===== src/rtl/hdb3_pkg.sv =====
// Shared HDB3 encoder-chain definitions: symbol codes emitted by the B-insertion
// stage and the line-polarity encoding used for the last-pulse state.
package hdb3_pkg;

    localparam logic [1:0] CODE_ZERO = 2'b00;
    localparam logic [1:0] CODE_ONE  = 2'b01;
    localparam logic [1:0] CODE_V    = 2'b10;
    localparam logic [1:0] CODE_B    = 2'b11;

    localparam logic POL_POS = 1'b0;
    localparam logic POL_NEG = 1'b1;

endpackage


===== src/rtl/hdb3_dsum_mon.sv =====
// Saturating signed running digital sum of the line pulses, with a sticky flag
// raised once the magnitude exceeds DSUM_LIMIT. Only built under HDB3_DC_MONITOR_EN.
module hdb3_dsum_mon #(
    parameter int DSUM_W     = 4,
    parameter int DSUM_LIMIT = 3
) (
    input  logic                     clk,
    input  logic                     reset,
    input  logic                     en,
    input  logic                     pulse_pos,
    input  logic                     pulse_neg,
    output logic signed [DSUM_W-1:0] dsum,
    output logic                     dc_err
);

    localparam logic signed [DSUM_W-1:0] DSUM_MAX = {1'b0, {(DSUM_W-1){1'b1}}};
    localparam logic signed [DSUM_W-1:0] DSUM_MIN = {1'b1, {(DSUM_W-1){1'b0}}};

    logic signed [DSUM_W-1:0] dsum_q, dsum_d;
    logic                     dc_err_q, dc_err_d;

    always_comb begin
        dsum_d   = dsum_q;
        dc_err_d = dc_err_q;
        if (en) begin
            if (pulse_pos && (dsum_q != DSUM_MAX)) begin
                dsum_d = dsum_q + DSUM_W'(1);
            end else if (pulse_neg && (dsum_q != DSUM_MIN)) begin
                dsum_d = dsum_q - DSUM_W'(1);
            end
            // Flag on the sum that goes out with this bit, so the flag and dsum agree.
            if ((int'(dsum_d) > DSUM_LIMIT) || (int'(dsum_d) < -DSUM_LIMIT)) begin
                dc_err_d = 1'b1;
            end
        end
    end

    always_ff @(posedge clk) begin
        if (reset) begin
            dsum_q   <= '0;
            dc_err_q <= 1'b0;
        end else begin
            dsum_q   <= dsum_d;
            dc_err_q <= dc_err_d;
        end
    end

    assign dsum   = dsum_q;
    assign dc_err = dc_err_q;

endmodule


===== src/rtl/hdb3_polarity.sv =====
// HDB3 output stage: AMI polarity with V violations, registered line rails and a
// V-alternation integrity check. HDB3_DC_MONITOR_EN adds the running digital-sum monitor.
module hdb3_polarity
    import hdb3_pkg::*;
#(
    parameter int DSUM_W     = 4,
    parameter int DSUM_LIMIT = 3
) (
    input  logic                     clk,
    input  logic                     reset,
    input  logic                     bit_en,
    input  logic [1:0]               data_addB,
    output logic                     hdb3_pos,
    output logic                     hdb3_neg,
    output logic                     v_err,
    output logic signed [DSUM_W-1:0] dsum,
    output logic                     dc_err
);

    logic pos_q, pos_d;
    logic neg_q, neg_d;
    logic v_err_q, v_err_d;
    logic last_pol_q, last_pol_d;
    logic last_v_pol_q, last_v_pol_d;
    logic v_seen_q, v_seen_d;
    logic pol;

    always_comb begin
        pos_d        = pos_q;
        neg_d        = neg_q;
        v_err_d      = v_err_q;
        last_pol_d   = last_pol_q;
        last_v_pol_d = last_v_pol_q;
        v_seen_d     = v_seen_q;
        pol          = last_pol_q;
        if (bit_en) begin
            pos_d   = 1'b0;
            neg_d   = 1'b0;
            v_err_d = 1'b0;
            case (data_addB)
                CODE_ONE, CODE_B: begin
                    pol        = ~last_pol_q;
                    last_pol_d = pol;
                    pos_d      = (pol == POL_POS);
                    neg_d      = (pol == POL_NEG);
                end
                CODE_V: begin
                    // A V repeats the last pulse polarity and does not move last_pol.
                    pol          = last_pol_q;
                    pos_d        = (pol == POL_POS);
                    neg_d        = (pol == POL_NEG);
                    v_err_d      = v_seen_q && (pol == last_v_pol_q);
                    last_v_pol_d = pol;
                    v_seen_d     = 1'b1;
                end
                default: begin
                end
            endcase
        end
    end

    always_ff @(posedge clk) begin
        if (reset) begin
            pos_q        <= 1'b0;
            neg_q        <= 1'b0;
            v_err_q      <= 1'b0;
            last_pol_q   <= POL_NEG;
            last_v_pol_q <= POL_POS;
            v_seen_q     <= 1'b0;
        end else begin
            pos_q        <= pos_d;
            neg_q        <= neg_d;
            v_err_q      <= v_err_d;
            last_pol_q   <= last_pol_d;
            last_v_pol_q <= last_v_pol_d;
            v_seen_q     <= v_seen_d;
        end
    end

    assign hdb3_pos = pos_q;
    assign hdb3_neg = neg_q;
    assign v_err    = v_err_q;

    if ((DSUM_W < 2) || (DSUM_LIMIT < 0)) begin : g_bad_dsum_cfg
        $error("hdb3_polarity: DSUM_W must be >= 2 and DSUM_LIMIT >= 0");
    end

`ifdef HDB3_DC_MONITOR_EN
    hdb3_dsum_mon #(
        .DSUM_W     (DSUM_W),
        .DSUM_LIMIT (DSUM_LIMIT)
    ) u_dsum_mon (
        .clk       (clk),
        .reset     (reset),
        .en        (bit_en),
        .pulse_pos (pos_d),
        .pulse_neg (neg_d),
        .dsum      (dsum),
        .dc_err    (dc_err)
    );
`else
    assign dsum   = '0;
    assign dc_err = 1'b0;
`endif

endmodule


===== config.mk =====
export PLATFORM = sky130hd
export DESIGN_NAME = hdb3_polarity
export DESIGN_NICKNAME = d
export VERILOG_FILES = /design/src/rtl/hdb3_pkg.sv /design/src/rtl/hdb3_dsum_mon.sv /design/src/rtl/hdb3_polarity.sv
export SDC_FILE = /design/constraint.sdc
export NUM_CORES = 1
export LEC_CHECK = 0
export CORE_AREA = 2 2 39 41
export CTS_CLUSTER_SIZE = 25
export DETAILED_ROUTE_END_ITERATION = 7
export DIE_AREA = 0 0 41 43
export PLACE_DENSITY = 0.6
export SYNTH_ARGS = -nofsm -noshare
export SYNTH_HDL_FRONTEND = slang
export SYNTH_SLANG_ARGS = --single-unit

===== constraint.sdc =====
create_clock -name clk -period 1.1 [get_ports clk]
set_input_delay 0.22 -clock clk [delete_from_list [all_inputs] [get_ports clk]]
set_output_delay 0.22 -clock clk [all_outputs]
set_load 0.01 [all_outputs]

======== Word level (Yosys, flattened, before mapping) ========
Index checks and enable logic that the tools add are counted.
word-level totals
  register bits ........................... 6
  input port bits ......................... 5
  output and inout bits ................... 8
  word-level logic and storage cells ...... 18
operators by class
  eq/ne operators ......................... 4
  reductions and logical operators ........ 4
  multiplexer cells ....................... 3
  bitwise gates (word level) .............. 1
operators by type and width
  operator              number
  $eq A2 B2 Y1 const B  2
  $pmux W1 S2           2
  $reduce_and A2 Y1     2
  $eq A2 B1 Y1 const B  1
  $reduce_or A2 Y1      1
  $eq A1 B1 Y1          1
  $logic_and A1 B1 Y1   1
  $mux W1               1
  $not A1 Y1            1

======== Depth between registers and ports, before layout ========
  word-level depth ........................ 3
  gate-level depth with buffers ........... 4
  mapped depth without buffers ............ 3

======== Worst setup path after synthesis ========
No wires, ideal clock.
  kind .................................... register to register
  from .................................... register last_pol_q
  to ...................................... register neg_q, in the netlist hdb3_neg
  library setup time ...................... 0.079 ns
  buffers on the path ..................... 1
  stages on the path, launching flop included .. 5
  data arrival time ....................... 0.896 ns
  slack ................................... 0.125 ns
  period minus slack after synthesis ...... 0.975 ns
  required time ........................... 1.021 ns
  path through ............................ dfxtp_1 > buf_6 > nand2_1 > mux2_2 > a211oi_2
between the ends
  longest elaborated chain between the ends .. 2
ends and longest elaborated chain
  item                    line                 text
  from (decl)             hdb3_polarity.sv:23  logic last_pol_q, last_pol_d;
  from (signal assigned)  hdb3_polarity.sv:74  last_pol_q <= last_pol_d;
  $not A1 Y1              hdb3_polarity.sv:42  pol = ~last_pol_q;
  $pmux W1 S2 *           hdb3_polarity.sv:40  case (data_addB)
  to (signal assigned)    hdb3_polarity.sv:72  neg_q <= neg_d;
  to (decl)               hdb3_polarity.sv:21  logic neg_q, neg_d;
Every way passes the cells marked *; elsewhere a longest branch is shown, timed or not.
A chain may end at the register's enable or synchronous reset.

======== Worst setup path after layout ========
  from .................................... input port bit_en
  to ...................................... register last_v_pol_q
between the ends
  longest elaborated chain between the ends .. 1
ends and longest elaborated chain
  item                         line                 text
  from (decl)                  hdb3_polarity.sv:11  input logic bit_en,
  $reduce_and A2 Y1 (no line)  --
  to (signal assigned)         hdb3_polarity.sv:75  last_v_pol_q <= last_v_pol_d;
  to (decl)                    hdb3_polarity.sv:24  logic last_v_pol_q, last_v_pol_d;
Every way passes these cells.

==> run summary <==
Status - complete, no violations
Reg-to-Reg Start - last_pol_q
Yosys reg bits - 6
Peak supply drop - 0.483 mV
Required @ worst endpoint - 1220 ps
Die Height - 43 um
Worst setup SP type - primary input
Port Buf Inserts - 7
Post-route setup TNS - 0 ps
Sw frac - 0.237
Yosys warns - 0
Final Setup Violations - 0
Antenna diode count - 0
Share of cells above drive strength 1 - 0.209
DRT Pass-1 Iters - 2
Final Util - 0.286
Unrepaired setup endpoints after global routing - false
Area delta synth->final - 30.6%
Crit path kind - primary input to flip-flop
Max-slew violation count - 0
P_int - 0.394 mW
Mapped cell area - 303 um^2
Initial antenna violation count - 0
Post-CTS Repair Setup Buffers - 0
Die Span X - 41 um
HP Start - data_addB[1]
Top Ports - 13
CTS root buffer - clkbuf_4
Clk buf depth - 2
First-pass GRT wire length - 786 um
Wire per inst - 9.47 um
Setup ws final - 48.5 ps
GPL Wtd Cong - 0.630
GRT Total Usage - 0.0745
Hpwl dp - 442 um
Final hold vios - 0
Seq pwr share - 0.465
Gr ovfl total - 0
Pre-CTS worst setup slack - -328 ps
Drt initial violations - 4
H-tree depth - 1
CP Max Fanout - 3
Register area share after synthesis - 0.397
Vias in the first global route - 213
FF-to-FF path depth - 3
Critical path endpoint category - flip-flop
Synth Instances - 33
Starting Density - 0.219
Worst Hold Class - primary input to flip-flop
Layout Skew - 2.30 ps
Core area - 1380 um^2
Flop-to-flop setup slack - 80 ps
Tcrit/Tclk final - 0.956
Psw - 0.122 mW
Clock sink count - 6
Residual DRC - 0
WP data arrival - 1170 ps
Min-Delay Endpoint - hdb3_neg
Full die area - 1760 um^2
Clock group share of total power - 0.383
Synthesized area per cell - 9.18 um^2
Logic pwr share - 0.152
Max-cap violations - 0
Minimum clock period - 1050 ps
DR vias/cell - 4.05
FMAX - 0.951 GHz
CTS tree - done
Num CTS Buffers - 3
R2R Path End - hdb3_neg
Distinct cells, synth - 18
Pwr dens - 1310 nW/um^2
Routed Antenna Nets - 0
Hold Path Depth - 4
Insertion delay to the later sink of the worst-skew pair - 240 ps
Clk slew on worst S/H paths - 40 ps
Drt total wl - 559 um
Vias post-DR - 239
LEAKAGE - 0.189 nW
# nets final - 50
Hold buffer count at cts - 0
Largest net degree at the start of global routing - 9
Row count - 14
[synthesized netlist by cell type]
library cell	n	area, um^2
inv_1	1	3.75
a211oi_1	1	7.51
buf_4	5	37.5
a211oi_2	1	12.5
nor2_1	6	22.5
nor3b_1	1	7.51
xnor2_1	1	8.76
mux2i_1	1	10.0
o21bai_1	1	7.51
mux2_2	1	11.3
and3_2	1	7.51
dfxtp_1	6	120
buf_6	1	11.3
and3b_1	1	8.76
conb_1	1	3.75
a32oi_1	1	8.76
nand2_1	1	3.75
a21oi_1	2	10.0
[cell type report]
type	instances	area [um^2]
Fill cell	148	988
Timing Repair Buffer	9	82.6
Tap cell	16	20.0
Sequential cell	6	121
Inverter	1	3.75
Multi-Input combinational cell	24	145
Clock buffer	3	22.5
[per-layer routing]
| layer | global-route usage | up-vias | share of wire |
|---|---|---|---|
| met3 | 0.0471 | 0 | 0.057 |
| met5 | 0 | - | 0 |
| met4 | 0.0600 | 0 | 0 |
| met2 | 0.116 | 7 | 0.50 |
| met1 | 0.0617 | 109 | 0.45 |
| li1 | - | 123 | - |
[repair_timing]
item,4_1_cts,5_1_grt
setup endpoints to repair,6,3
resized for setup,4,2
pin swaps,1,1
[sequential cells by signal, summed over array words and instances, names as in the netlist]
signal,cells
hdb3_pos,1
hdb3_neg,1
last_v_pol_q,1
v_err,1
last_pol_q,1
v_seen_q,1
[power by group through the flow]
stage / Combinational [mW] / Clock [mW] / Sequential (mW)
finish: 0.0786 / 0.198 / 0.240
detailed placement: 0.0844 / 0 / 0.243
CTS: 0.0801 / 0.212 / 0.239
global placement: 0.0822 / 0 / 0.243
global route: 0.0866 / 0.218 / 0.241
floorplan: 0.0590 / 0 / 0.242
[cell usage in the layout, fill, tap and decap left out]
master | netlist | routed
a211oi_2 | 1 | 1
dfxtp_2 | 0 | 1
a32oi_1 | 1 | 1
inv_1 | 1 | 1
conb_1 | 1 | 5
clkbuf_4 | 0 | 3
mux2_2 | 1 | 1
xnor2_1 | 1 | 1
o21bai_1 | 1 | 1
buf_4 | 5 | 2
dlygate4sd2_1 | 0 | 4
nor2_1 | 6 | 6
clkdlybuf4s50_1 | 0 | 2
and3b_1 | 1 | 1
nor3b_1 | 1 | 1
mux2i_1 | 1 | 1
nand2_1 | 1 | 1
a21oi_1 | 2 | 2
dfxtp_1 | 6 | 5
dlymetal6s2s_1 | 0 | 1
a211oi_1 | 1 | 1
and3_2 | 1 | 1
[cells by family after synthesis]
| logic type | share of synthesized area |
|---|---|
| other | 0.0124 |
| multiplexers | 0.0702 |
| XOR/XNOR | 0.0289 |
| buffers and inverters | 0.174 |
| flip-flops | 0.397 |
| AO/OA/AOI/OAI | 0.153 |
| AND/OR/NAND/NOR | 0.165 |
[critical path, cell delays in order]
cell and delay, ps:
clkdlybuf4s50_1 470, and3b_1 230, mux2i_1 200, nor2_1 50
[worst max-delay path by stage]
stage,startpoint,endpoint,slack [ps],depth (start not counted)
2_1_floorplan,last_pol_q,hdb3_neg,120,4
3_3_place_gp,data_addB[0],hdb3_neg,-270,3
3_5_place_dp,data_addB[0],hdb3_neg,-330,3
4_1_cts,data_addB[1],hdb3_neg,20,4
5_1_grt,hdb3_neg,hdb3_neg,10,1
6_report,bit_en,last_v_pol_q,50,4
[through the flow]
| stage | hold WS, ps | cell area (um^2) | cells | power [mW] |
|---|---|---|---|---|
| 2_1_floorplan | 285 | 318 | 37 | 0.301 |
| 3_3_place_gp | 450 | 374 | 56 | 0.325 |
| 3_5_place_dp | 468 | 374 | 56 | 0.328 |
| 4_1_cts | 478 | 392 | 59 | 0.531 |
| 5_1_grt | 460 | 395 | 59 | 0.546 |
| 6_report | 449 | 395 | 59 | 0.516 |
Note: power is estimated with default switching activity, not from simulation.
